==> src/rtl/memory_bus_arbiter_pkg.sv <==
// Shared types for the memory bus arbiter: FSM state codes, grant encodings
// and a width helper for the optional wait-state counter.
package memory_bus_arbiter_pkg;

    typedef enum logic [2:0] {
        ARB_IDLE     = 3'd0,
        ARB_CPU_ACC  = 3'd1,
        ARB_CPU_DONE = 3'd2,
        ARB_DBG_ACC  = 3'd3,
        ARB_DBG_ACK  = 3'd4
    } arb_state_t;

    localparam logic [1:0] GRANT_NONE = 2'b00;
    localparam logic [1:0] GRANT_CPU  = 2'b01;
    localparam logic [1:0] GRANT_DBG  = 2'b10;

    // Bits needed to hold 0..max_val; never less than one bit.
    function automatic int cnt_width(input int max_val);
        return (max_val < 1) ? 1 : $clog2(max_val + 1);
    endfunction

endpackage

==> src/rtl/arb_wait_counter.sv <==
// Wait-state down-counter: loads MAX, decrements on dec, flags zero.
// Latency: count visible one cycle after load/dec; no backpressure.
// Backpressure: none, purely driven by the arbiter FSM.
module arb_wait_counter
    import memory_bus_arbiter_pkg::*;
#(
    parameter int MAX = 1
) (
    input  logic clk,
    input  logic rst_n,
    input  logic load,
    input  logic dec,
    output logic zero
);

    localparam int W = cnt_width(MAX);

    logic [W-1:0] cnt_q;
    logic [W-1:0] cnt_d;

    always_comb begin
        cnt_d = cnt_q;
        if (load) begin
            cnt_d = W'(MAX);
        end else if (dec && (cnt_q != '0)) begin
            cnt_d = cnt_q - 1'b1;
        end
    end

    always_ff @(posedge clk or negedge rst_n) begin
        if (!rst_n) begin
            cnt_q <= '0;
        end else begin
            cnt_q <= cnt_d;
        end
    end

    assign zero = (cnt_q == '0);

endmodule

==> src/rtl/memory_bus_arbiter.sv <==
// Memory bus arbiter between CPU and debug port; debug is served only while STOPPED.
// Latency: strobe the cycle after REQ is sampled, RDY/ACK after the last access cycle.
// Backpressure: a losing or late requester simply waits with REQ held; BUS_ARB_WAIT_STATES_EN adds wait cycles.
module memory_bus_arbiter
    import memory_bus_arbiter_pkg::*;
#(
    parameter int ADDR_W      = 16,
    parameter int DATA_W      = 16,
    parameter int WAIT_CYCLES = 1
) (
    input  logic              CLK,
    input  logic              RESETX,
    input  logic              STOPPED,
    input  logic              CPU_REQ,
    input  logic              CPU_WR,
    input  logic [ADDR_W-1:0] CPU_ADDR,
    input  logic [DATA_W-1:0] CPU_DOUT,
    output logic [DATA_W-1:0] CPU_DIN,
    output logic              CPU_RDY,
    input  logic              DBG_REQ,
    input  logic              DBG_WR,
    input  logic [ADDR_W-1:0] DBG_ADDR,
    input  logic [DATA_W-1:0] DBG_DOUT,
    output logic [DATA_W-1:0] DBG_DIN,
    output logic              DBG_ACK,
    output logic [ADDR_W-1:0] MEM_ADDR,
    output logic [DATA_W-1:0] MEM_DOUT,
    input  logic [DATA_W-1:0] MEM_DIN,
    output logic              MEM_RD,
    output logic              MEM_WR,
    output logic [1:0]        GRANT,
    output logic              BUSY
);

    arb_state_t        state_q,    state_d;
    logic [ADDR_W-1:0] mem_addr_q, mem_addr_d;
    logic [DATA_W-1:0] mem_dout_q, mem_dout_d;
    logic [DATA_W-1:0] cpu_din_q,  cpu_din_d;
    logic [DATA_W-1:0] dbg_din_q,  dbg_din_d;
    logic              mem_rd_q,   mem_rd_d;
    logic              mem_wr_q,   mem_wr_d;
    logic              cpu_rdy_q,  cpu_rdy_d;
    logic              dbg_ack_q,  dbg_ack_d;
    logic [1:0]        grant_q,    grant_d;
    logic              busy_q,     busy_d;

    logic acc_load;
    logic acc_dec;
    logic acc_last;

`ifdef BUS_ARB_WAIT_STATES_EN
    arb_wait_counter #(
        .MAX (WAIT_CYCLES)
    ) u_wait_cnt (
        .clk   (CLK),
        .rst_n (RESETX),
        .load  (acc_load),
        .dec   (acc_dec),
        .zero  (acc_last)
    );
`else
    // Single-cycle access: every ACC cycle is the last one.
    logic unused_wait_cfg;
    assign unused_wait_cfg = (WAIT_CYCLES != 0) ^ acc_load ^ acc_dec;
    assign acc_last        = 1'b1;
`endif

    always_comb begin
        state_d    = state_q;
        mem_addr_d = mem_addr_q;
        mem_dout_d = mem_dout_q;
        cpu_din_d  = cpu_din_q;
        dbg_din_d  = dbg_din_q;
        mem_rd_d   = 1'b0;
        mem_wr_d   = 1'b0;
        cpu_rdy_d  = 1'b0;
        dbg_ack_d  = 1'b0;
        grant_d    = GRANT_NONE;
        acc_load   = 1'b0;
        acc_dec    = 1'b0;

        unique case (state_q)
            ARB_IDLE: begin
                if (CPU_REQ) begin
                    state_d    = ARB_CPU_ACC;
                    mem_addr_d = CPU_ADDR;
                    mem_dout_d = CPU_DOUT;
                    mem_rd_d   = ~CPU_WR;
                    mem_wr_d   = CPU_WR;
                    grant_d    = GRANT_CPU;
                    acc_load   = 1'b1;
                end else if (DBG_REQ && STOPPED) begin
                    state_d    = ARB_DBG_ACC;
                    mem_addr_d = DBG_ADDR;
                    mem_dout_d = DBG_DOUT;
                    mem_rd_d   = ~DBG_WR;
                    mem_wr_d   = DBG_WR;
                    grant_d    = GRANT_DBG;
                    acc_load   = 1'b1;
                end
            end
            ARB_CPU_ACC: begin
                grant_d = GRANT_CPU;
                if (acc_last) begin
                    state_d   = ARB_CPU_DONE;
                    cpu_rdy_d = 1'b1;
                    if (mem_rd_q) begin
                        cpu_din_d = MEM_DIN;
                    end
                end else begin
                    mem_rd_d = mem_rd_q;
                    mem_wr_d = mem_wr_q;
                    acc_dec  = 1'b1;
                end
            end
            // REQ is deliberately ignored here so the CPU has a cycle to drop it.
            ARB_CPU_DONE: begin
                state_d = ARB_IDLE;
            end
            ARB_DBG_ACC: begin
                grant_d = GRANT_DBG;
                if (acc_last) begin
                    state_d   = ARB_DBG_ACK;
                    dbg_ack_d = 1'b1;
                    if (mem_rd_q) begin
                        dbg_din_d = MEM_DIN;
                    end
                end else begin
                    mem_rd_d = mem_rd_q;
                    mem_wr_d = mem_wr_q;
                    acc_dec  = 1'b1;
                end
            end
            ARB_DBG_ACK: begin
                if (!DBG_REQ) begin
                    state_d = ARB_IDLE;
                end else begin
                    dbg_ack_d = 1'b1;
                    grant_d   = GRANT_DBG;
                end
            end
            default: begin
                state_d = ARB_IDLE;
            end
        endcase

        busy_d = (state_d != ARB_IDLE);
    end

    always_ff @(posedge CLK or negedge RESETX) begin
        if (!RESETX) begin
            state_q    <= ARB_IDLE;
            mem_addr_q <= '0;
            mem_dout_q <= '0;
            cpu_din_q  <= '0;
            dbg_din_q  <= '0;
            mem_rd_q   <= 1'b0;
            mem_wr_q   <= 1'b0;
            cpu_rdy_q  <= 1'b0;
            dbg_ack_q  <= 1'b0;
            grant_q    <= GRANT_NONE;
            busy_q     <= 1'b0;
        end else begin
            state_q    <= state_d;
            mem_addr_q <= mem_addr_d;
            mem_dout_q <= mem_dout_d;
            cpu_din_q  <= cpu_din_d;
            dbg_din_q  <= dbg_din_d;
            mem_rd_q   <= mem_rd_d;
            mem_wr_q   <= mem_wr_d;
            cpu_rdy_q  <= cpu_rdy_d;
            dbg_ack_q  <= dbg_ack_d;
            grant_q    <= grant_d;
            busy_q     <= busy_d;
        end
    end

    assign MEM_ADDR = mem_addr_q;
    assign MEM_DOUT = mem_dout_q;
    assign CPU_DIN  = cpu_din_q;
    assign DBG_DIN  = dbg_din_q;
    assign MEM_RD   = mem_rd_q;
    assign MEM_WR   = mem_wr_q;
    assign CPU_RDY  = cpu_rdy_q;
    assign DBG_ACK  = dbg_ack_q;
    assign GRANT    = grant_q;
    assign BUSY     = busy_q;

endmodule

==> config.mk <==
export PLATFORM = sky130hd
export DESIGN_NAME = memory_bus_arbiter
export DESIGN_NICKNAME = d
export VERILOG_FILES = /design/src/rtl/memory_bus_arbiter_pkg.sv /design/src/rtl/arb_wait_counter.sv /design/src/rtl/memory_bus_arbiter.sv
export SDC_FILE = /design/constraint.sdc
export NUM_CORES = 1
export LEC_CHECK = 0
export CORE_ASPECT_RATIO = 1.2
export CORE_MARGIN = 2
export CORE_UTILIZATION = 37
export CTS_BUF_LIST = sky130_fd_sc_hd__clkbuf_8
export CTS_CLUSTER_SIZE = 30
export DETAILED_ROUTE_END_ITERATION = 10
export PLACE_DENSITY = 0.8
export SLEW_MARGIN = 30
export SYNTH_ARGS = -nofsm -noshare
export SYNTH_HDL_FRONTEND = slang
export SYNTH_SLANG_ARGS = --single-unit
==> constraint.sdc <==
create_clock -name CLK -period 1.6 [get_ports CLK]
set_input_delay 0.16 -clock CLK [delete_from_list [all_inputs] [get_ports CLK]]
set_output_delay 0.16 -clock CLK [all_outputs]
set_load 0.005 [all_outputs]
==> impl_metrics.yaml <==
outcome:
  status: "complete, no violations"
sta:
  relSlewSlack_pct: 65.9
  report.final.slew_viol_count: 0
  finalSetupViolCount: 0
  holdWs_ns: 0.354
  fmax_ghz: 0.643
  tightest_slew_ns: 0.511
  finalCritPeriodShare_pct: 97.2
  min_period_ns: 1.55
  finalSetupTns_ns: 0
  rsz0062_at_grt: "true"
  hold_violations: 0
  setup_ws_ns: 0.0456
  clock_skew_ns: 0.00883
cts:
  cts_buffers: 9
  clock-sinks: 74
  cts-root-buf: "clkbuf_8"
  cts_buffer_depth: 2
  h-tree-depth: 3
  clk_pin_slew_ns: 0.07
  clk_latency_ns: 0.33
  cts_tree: "built"
routing:
  avgRoutedWirePerCell_um: 14.9
  vias_per_cell: 4.56
  wl_um: 7470
  ant_nets: 0
  drt-initial-drc-count: 33
  via_count: 2285
  drtPass1Iterations: 5
  drc: 0
min_path:
  hold_class: "primary input to asynchronous set/reset pin"
final_layout:
  syn2layout_area_growth_pct: 65.3
  multi_input_area_um2: 1270
  antenna_cells: 0
  regArea_um2: 1850
  drive_above_1_share_pct: 18.5
  nNetsFinal: 466
  post-route-util_pct: 62.0
  fillers: 667
floorplanning:
  die_h_um: 106
  start_util_pct: 37.5
  rows: 37
  io_pins: 158
  core-area_um2: 8470
  dieArea_um2: 9350
  die-width_um: 88.6
synth:
  synth.most_common_cell: "dfrtp_1"
  syn_area_um2: 3180
  ys_async_sr_fraction_pct: 100
  ys_types: 24
  synth_area_leaders: "dfrtp_1 58%, mux2_1 22%, mux2_2 12%, buf_6 1.1%, buf_2 0.79%"
  yosys_warnings: 0
  yosysSeqAreaShare_pct: 58.2
  syn_avg_cell_area_um2: 15.5
  yosys.area.top_type: "dfrtp_1"
  syn-num-nets: 292
  ys.flop_type: "dfrtp_1"
  synth_top_area_share_pct: 58.2
  synth_seq_cells: 74
  synth_cells: 205
  synth-edff-count: 0
  ys_top_cells_by_count: "74 x dfrtp_1, 62 x mux2_1, 35 x mux2_2"
setup_path:
  worstSetupStartpointType: "flip-flop"
  cp_data_required_time_ns: 1.81
  crit_path_end_kind: "flip-flop"
  path_class: "flip-flop to flip-flop"
  crit_fanout: 9
  worstPathArrival_ns: 1.76
power_and_ir_drop:
  pwr_density_cell_nw_per_um2: 1630
  p_leak_nw: 2.17
  p_total_w: 0.00859
  peakVddDrop_mv: 0.716
global_routing:
  grt_max_degree: 40
  antenna_found_initial: 0
  overflow: 0
  grt_pass1_wl_um: 12000
  grt.total_usage_pct: 16.6
  grt_pass1_vias: 2524
placed_design:
  place_ws_ns: -0.289
  portBuffers: 157
  dp_hpwl_um: 5540
  gp_congestion: 0.760
run:
  maxCapViolations: 0
report_power, final:
group / internal, W / switching [W] / total, W
logic: 0.00269 / 0.00127 / 0.00395
clock network: 0.000752 / 0.000647 / 0.00140
registers: 0.00280 / 0.000430 / 0.00323
registers in the layout (all words and copies together), names as in the netlist:
signal    flops
BUSY          1
CPU_DIN      16
CPU_RDY       1
DBG_ACK       1
DBG_DIN      16
GRANT         2
MEM_ADDR     16
MEM_DOUT     16
MEM_RD        1
MEM_WR        1
state_q       3
final timing paths:
| path | startpoint | endpoint | slack (ns) | depth (start not counted) |
|---|---|---|---|---|
| setup / recovery | state_q[1] | MEM_DOUT[2] | 0.05 | 4 |
| hold / removal | RESETX | CPU_DIN[6] | 0.35 | 2 |
| setup reg to reg | state_q[1] | MEM_DOUT[2] | 0.05 | 4 |
| hold reg to reg | CPU_DIN[14] | CPU_DIN[14] | 0.49 | 1 |
| max in group asynchronous | RESETX | CPU_DIN[9] | 0.68 | 3 |
| min in group CLK | CPU_REQ | MEM_RD | 0.36 | 3 |
cells in the final DEF (no fill, tap or decap), types with 2 or more instances in the layout:
cell / n
buf_4: 8
nor2_1: 2
inv_1: 3
nor2b_1: 2
clkbuf_8: 10
mux2_2: 35
nand2b_1: 4
clkdlybuf4s50_1: 155
buf_12: 8
o2bb2ai_1: 2
mux2_1: 62
dfrtp_1: 74
area by class of cell:
class / instances / share of cell area [%]
Inverter: 1 / 0.0714
Clock inverter: 6 / 1.12
Sequential cell: 74 / 35.2
Multi-Input combinational cell: 120 / 24.2
Timing Repair Buffer: 173 / 34.0
Tap cell: 117 / 2.79
Clock buffer: 10 / 2.62
critical path, stage by stage (launching register included):
cell	delay [ns]
dfrtp_1	0.37
or3_4	0.45
nor2_4	0.16
buf_12	0.15
mux2_1	0.31
what timing repair did:
action / 4_1_cts / 5_1_grt
buffers inserted: 4 / 0
hold endpoints to repair: 37 / 0
cloned: 1 / 0
gates resized for setup: 1 / 1
setup endpoints to repair: 32 / 36
hold buffers: 1 / 0
pin swaps: 2 / 2
metal layers:
| layer | track usage, % | up-vias | share of wire [%] |
|---|---|---|---|
| met2 | 29.2 | 95 | 52 |
| met1 | 19.2 | 1100 | 39 |
| li1 | - | 1084 | - |
| met4 | 5.52 | 0 | 1.1 |
| met3 | 4.46 | 6 | 7.3 |
| met5 | 0 | - | 0 |
per-stage QoR:
stage                     std cells  area, um2
final                           501       5260
after global routing            501       5260
after CTS                       501       5250
after detailed placement        479       4950
after global placement          479       4950
after floorplan                 205       3180
cells by family after synthesis:
family	Yosys count	share of synthesized area, %
mux	97	34.4
flops	74	58.2
simple gates	15	3.38
buf+inv	12	2.32
compound gates	7	1.69
Power figures use the tool's default switching activity.
